### src/rtl/booth_datapath.sv
// Radix-2 Booth multiplier datapath: operand/accumulator/shift registers and bit counter,
// sequenced cycle by cycle by the Booth control unit through a 3-bit state code.
module booth_datapath #(
  parameter int WIDTH = 8,
  parameter int CNT_W = 4
) (
  input  logic                        clk,
  input  logic                        rst,
  input  logic                        start,
  input  logic signed [WIDTH-1:0]     multiplicand,
  input  logic signed [WIDTH-1:0]     multiplier,
  input  logic        [2:0]           control,
  output logic        [2:0]           status,
  output logic signed [2*WIDTH-1:0]   product,
  output logic                        product_valid
);

  localparam logic [2:0] C_INIT   = 3'b000;
  localparam logic [2:0] C_ADD    = 3'b001;
  localparam logic [2:0] C_SUB    = 3'b010;
  localparam logic [2:0] C_SHIFT  = 3'b011;
  localparam logic [2:0] C_CHOOSE = 3'b100;

  logic signed [WIDTH:0]   m_r;
  logic signed [WIDTH:0]   a_r;
  logic        [WIDTH-1:0] q_r;
  logic                    q_1_r;
  logic        [CNT_W-1:0] cnt_r;
  logic                    pv_r;
  logic                    fin;

  // Guard bit of A is the sign copy, so the shift replicates A[WIDTH] into the top.
  function automatic logic [2*WIDTH+1:0] asr_aqq1(input logic signed [WIDTH:0] a,
                                                  input logic [WIDTH-1:0] q);
    return {a[WIDTH], a, q};
  endfunction

  assign fin = (cnt_r == CNT_W'(WIDTH - 1));

  always_ff @(posedge clk) begin
    if (rst) begin
      m_r   <= '0;
      a_r   <= '0;
      q_r   <= '0;
      q_1_r <= 1'b0;
      cnt_r <= '0;
      pv_r  <= 1'b0;
    end else begin
      case (control)
        C_INIT: begin
          if (start) begin
            m_r   <= {multiplicand[WIDTH-1], multiplicand};
            a_r   <= '0;
            q_r   <= multiplier;
            q_1_r <= 1'b0;
            cnt_r <= '0;
            pv_r  <= 1'b0;
          end
        end
        C_ADD: a_r <= a_r + m_r;
        C_SUB: a_r <= a_r - m_r;
        C_SHIFT: begin
          {a_r, q_r, q_1_r} <= asr_aqq1(a_r, q_r);
          if (fin) begin
            cnt_r <= '0;
            pv_r  <= 1'b1;
          end else begin
            cnt_r <= cnt_r + 1'b1;
          end
        end
        default: ; // CHOOSE and reserved codes hold every register
      endcase
    end
  end

  assign status        = {q_r[0], q_1_r, fin};
  assign product       = {a_r[WIDTH-1:0], q_r};
  assign product_valid = pv_r;

endmodule
### config.mk
export PLATFORM = sky130hd
export DESIGN_NAME = booth_datapath
export DESIGN_NICKNAME = d
export VERILOG_FILES = /design/src/rtl/booth_datapath.sv
export SDC_FILE = /design/constraint.sdc
export NUM_CORES = 1
export LEC_CHECK = 0
export ABC_AREA = 0
export CORE_MARGIN = 2
export CORE_UTILIZATION = 35
export CTS_CLUSTER_DIAMETER = 150
export DETAILED_ROUTE_END_ITERATION = 10
export PLACE_DENSITY = 0.55
export SLEW_MARGIN = 20
export SYNTH_ARGS = -nofsm -noshare
export SYNTH_HDL_FRONTEND = slang
export SYNTH_SLANG_ARGS = --single-unit
### constraint.sdc
create_clock -name clk -period 3.8 [get_ports clk]
set_clock_uncertainty 0.1 [all_clocks]
set_input_delay 1.14 -clock clk [delete_from_list [all_inputs] [get_ports clk]]
set_output_delay 1.14 -clock clk [all_outputs]
set_load 0.05 [all_outputs]
=== Yosys cells after proc, flatten, opt, wreduce, memory -nomap -nowiden ===
Index checks and enable logic that the tools add are counted.

* Register bits after elaboration: 31
* Output and inout port bits: 20

* Reductions and logical operators: 9
* Multiplexer cells: 11
* Bitwise logic cells: 1
* $add $sub $neg: 3
* Eq/ne operators: 6

{| class="wikitable"
|+ Operator list
! operator !! number
|-
| $pmux W9 S4 || 1
|-
| $pmux W8 S2 || 1
|-
| $add A9 B8 Y9 || 1
|-
| $mux W9 || 1
|-
| $sub A9 B8 Y9 || 1
|-
| $mux W4 || 2
|-
| $mux W8 || 1
|-
| $pmux W4 S2 || 1
|-
| $eq A3 B2 Y1 const B || 2
|-
| $reduce_and A2 Y1 || 3
|-
| $reduce_and A3 Y1 || 2
|-
| $add A4 B1 Y4 const B || 1
|-
| $eq A4 B3 Y1 const B || 1
|-
| $ne A2 B2 Y1 const B || 2
|-
| $pmux W1 S2 || 2
|-
| $reduce_bool A4 Y1 || 1
|-
| $eq A3 B1 Y1 const B || 1
|-
| $logic_not A3 Y1 || 1
|-
| $reduce_bool A3 Y1 || 1
|-
| $mux W1 || 2
|-
| $reduce_bool A2 Y1 || 1
|-
| $not A1 Y1 || 1
|}

=== Logic depth before layout (Yosys ltp) ===
* Word-level depth: 3
* Mapped depth: 10

=== Least setup slack after synthesis ===
No wires, ideal clock.

* Kind: input-to-reg
* Start: in control[2]
* End: reg a_r[8]
* Required time: 3.637 ns
* Slack: 0.300 ns
* Stages: 9
* Setup time: 0.063 ns
* Buffers on the path: 1
* Arrival: 3.337 ns
* Path through: buf_2 -> nor3b_4 -> mux2_2 -> fa_1 -> nor2b_1 -> o31a_1 -> o21ai_0 -> or4_1 -> nand3_1

* Cells in the longest elaborated chain, start to end: 3
* Elaborated cells on any way between the ends: 9
* Those cells by class: eq/ne: 4; mux: 1; bitwise: 1; reduce/logical: 3

{| class="wikitable"
|+ Ends and longest elaborated chain
! element !! line !! source
|-
| start, declared || 12 || <nowiki>input logic [2:0] control,</nowiki>
|-
| $eq A3 B2 Y1 (tied with other cells) || 49 || <nowiki>case (control)</nowiki>
|-
| $reduce_bool A3 Y1 (no source line) (tied with other cells) || n/a ||
|-
| $reduce_and A3 Y1 (no source line) || n/a ||
|-
| end signal, assigned || 60 || <nowiki>C_ADD: a_r <= a_r + m_r;</nowiki>
|-
| end signal, assigned || 61 || <nowiki>C_SUB: a_r <= a_r - m_r;</nowiki>
|-
| end signal, assigned || 63 || <nowiki>{a_r, q_r, q_1_r} <= asr_aqq1(a_r, q_r);</nowiki>
|-
| end, declared || 25 || <nowiki>logic signed [WIDTH:0] a_r;</nowiki>
|}

Several ways; a longest one is shown, not always the timed one.
A chain may end at the register's enable or synchronous reset.

=== Worst setup path in the final report ===
Ends and elaborated chain as after synthesis.

==> out/results.ini <==
[worst_setup_path]
reg2reg_slack_ns=1.21
arrival_ns=3.64
crit_type=input pin to flop
cp_slowest_stage_delay_ns=0.46
cp_max_fo=3
slowest_stage=clkdlybuf4s50_1
end_kind=flop
critPathLaunchType=input pin
path_cells=clkdlybuf4s50_1 > nor3b_4 > mux2_2 > fa_1 > nor2b_1 > o31a_1 > o21ai_0 > or4_1 > nand3_1
required_ns=3.92

[global_route]
grt-ovfl-total=0
grt_first_pass_wirelength_um=7940
antenna_found_initial=0
track_usage=0.158
grt_max_degree=22
grt_pass1_vias=1650

[synth]
ys_seq_elements=31
synth_compound_area_frac=0.177
synthAdderAreaFrac=0.0732
yosys-top-cells-area=dfxtp_1, nand2_1, nor2_1
synth_seq_area_share=0.313
synthFlopType=dfxtp_1
ys_types=39
synth_top_area_cell=dfxtp_1
avgSynthCellArea_um2=7.43
syn_nets=300
syn_area_um2=1980
syn_inst=267
synth_top_area_frac=0.313
synthXorXnorAreaFrac=0.0309
synth.area.mux_share=0.0259
yosysMostFrequentCell=nand2_1
ys_warn_count=0
synth-edff-count=0
synthSimpleGateAreaFrac=0.300
async_reset_ff_frac=0
synth_commonest_cells=nand2_1, nor2_1, dfxtp_1
synth_top_family_by_area=simple AND/OR/NAND/NOR gates

[pwr]
power_density_nw_per_um2=383
power_w=0.000969
vdd_drop_max_uv=154
leakagePower_nw=0.932

[floorplanning]
die_x_um=79.3
io_pins=42
start_util=0.362
die_area_um2=6280
core_area_um2=5470
die_y_um=79.3
rows=27

[clocking]
postCtsSetupBuffers=0
cts_buffers=5
cts_sinks=31
clk_latency_ns=0.28
ctsResizeCount=0
cts_hold_buffers=0
cts.clk_slew.worst_paths_ns=0.07
cts_buffer_depth=2
h-tree-depth=2
cts_root_buf=clkbuf_8
cts_tree=yes

[sta]
slew_headroom=0.322
max_clock_freq_mhz=284
holdWs_ns=0.385
period_share=0.926
hold_viol=0
tightest_slew_ns=1.01
period_needed_ns=3.52
rsz0062_at_grt=false
setup_violations=0
maxSlewViolCount=0

[detailed_routing]
drt_iter0_markers=64
firstDrtPassIters=4
ant_nets=0
wl_per_cell_um=12.4
wirelength_um=4660
dr_total_vias=1881
drc=0
post_drt_via_cell_ratio=5.02

[finish]
fin_area_um2=2530
syn_to_final_growth_pct=27.5
layout.nets=335
n_fill_cell=598
layout-drive-gt1-share=0.0759
n_antenna_cell=0

[flow_run]
cap_violations=0

[status]
status=complete, no violations

[place]
io_buffers=41
gp_congestion=0.780
hpwl_um=3560
dpl-instance-area_um2=2420

[min_path]
hold_path_class=flop to flop

-- where the power goes --
| group | internal [W] | total (W) | switching, W |
|---|---|---|---|
| Sequential | 0.000345 | 0.000366 | 0.0000214 |
| Combinational | 0.000131 | 0.000309 | 0.000178 |
| Clock | 0.000165 | 0.000294 | 0.000130 |
| Total | 0.000640 | 0.000969 | 0.000329 |
-- path summary, 6_finish.rpt --
path / from / to / cells after the start
worst min-delay path: cnt_r[3]$_SDFFE_PP0P_ / cnt_r[3]$_SDFFE_PP0P_ / 2
worst max-delay path: control[2] / a_r[8]$_SDFFE_PP0P_ / 9
worst min register to register: cnt_r[3]$_SDFFE_PP0P_ / cnt_r[3]$_SDFFE_PP0P_ / 2
worst max register to register: m_r[2]$_SDFFE_PP0P_ / a_r[8]$_SDFFE_PP0P_ / 9
-- through the flow --
step,instances,worst slack (ns),setup TNS (ns),util
after global placement,367,0.0245,0,0.443
after detailed placement,367,-0.0214,-0.0278,0.443
after floorplan,267,0.300,0,-
after global routing,375,0.0618,0,0.462
after CTS,375,0.259,0,0.462
final,375,0.282,0,0.462
-- flip-flops by register name, summed over array words and instances, names as in the netlist --
signal / count
a_r: 9
cnt_r: 4
m_r: 8
product_valid: 1
q_1_r: 1
q_r: 8
-- worst max-delay path, delay by kind of cell --
| kind | cells | cell delay [ns] |
|---|---|---|
| adders and majority gates | 1 | 0.41 |
| muxes | 1 | 0.39 |
| and+or+nand+nor | 4 | 0.96 |
| AOI/OAI and AO/OA | 2 | 0.27 |
| buffers and inverters | 1 | 0.46 |
-- metal layers --
| layer | wire length (um) | GRT usage | vias to the layer above | share of wire |
|---|---|---|---|---|
| met1 | 2320 | 0.214 | 845 | 0.50 |
| met5 | 0 | 0 | - | 0 |
| met4 | 57 | 0.0466 | 0 | 0.012 |
| met3 | 180 | 0.0364 | 6 | 0.039 |
| li1 | - | - | 994 | - |
| met2 | 2100 | 0.251 | 36 | 0.45 |
-- cell usage in the layout (no fill, tap or decap), types with 2 or more instances in the layout --
cell,count
nand2_1,47
clkdlybuf4s50_1,41
nor2_1,37
dfxtp_1,31
a21oi_1,20
o21ai_0,12
nand3_1,10
ha_1,10
buf_4,10
a311oi_1,9
inv_1,7
nor3_1,7
clkbuf_8,7
xnor2_1,6
nor2b_1,5
nand2b_1,4
nand4_1,4
mux2i_1,4
a211oi_1,4
or3_1,3
o211ai_1,3
nand3b_1,2
a22oi_1,2
or2_2,2
-- kinds of logic after synthesis --
group                      Yosys count
muxes                                5
and+or+nand+nor                    128
DFF                                 31
AOI/OAI and AO/OA                   55
xor gates and xnor gates             7
buffers and inverters               30
adders and majority gates           11
-- layout make-up --
cell class / count / area, um^2 / share of cell area
Tap cell: 72 / 90.1 / 0.0356
Multi-Input combinational cell: 206 / 1200 / 0.476
Timing Repair Buffer: 51 / 485 / 0.192
Clock buffer: 7 / 96.3 / 0.0381
Inverter: 7 / 26.3 / 0.0104
Clock inverter: 1 / 7.51 / 0.00297
Sequential cell: 31 / 621 / 0.245
(Power assumes the default switching activity.)
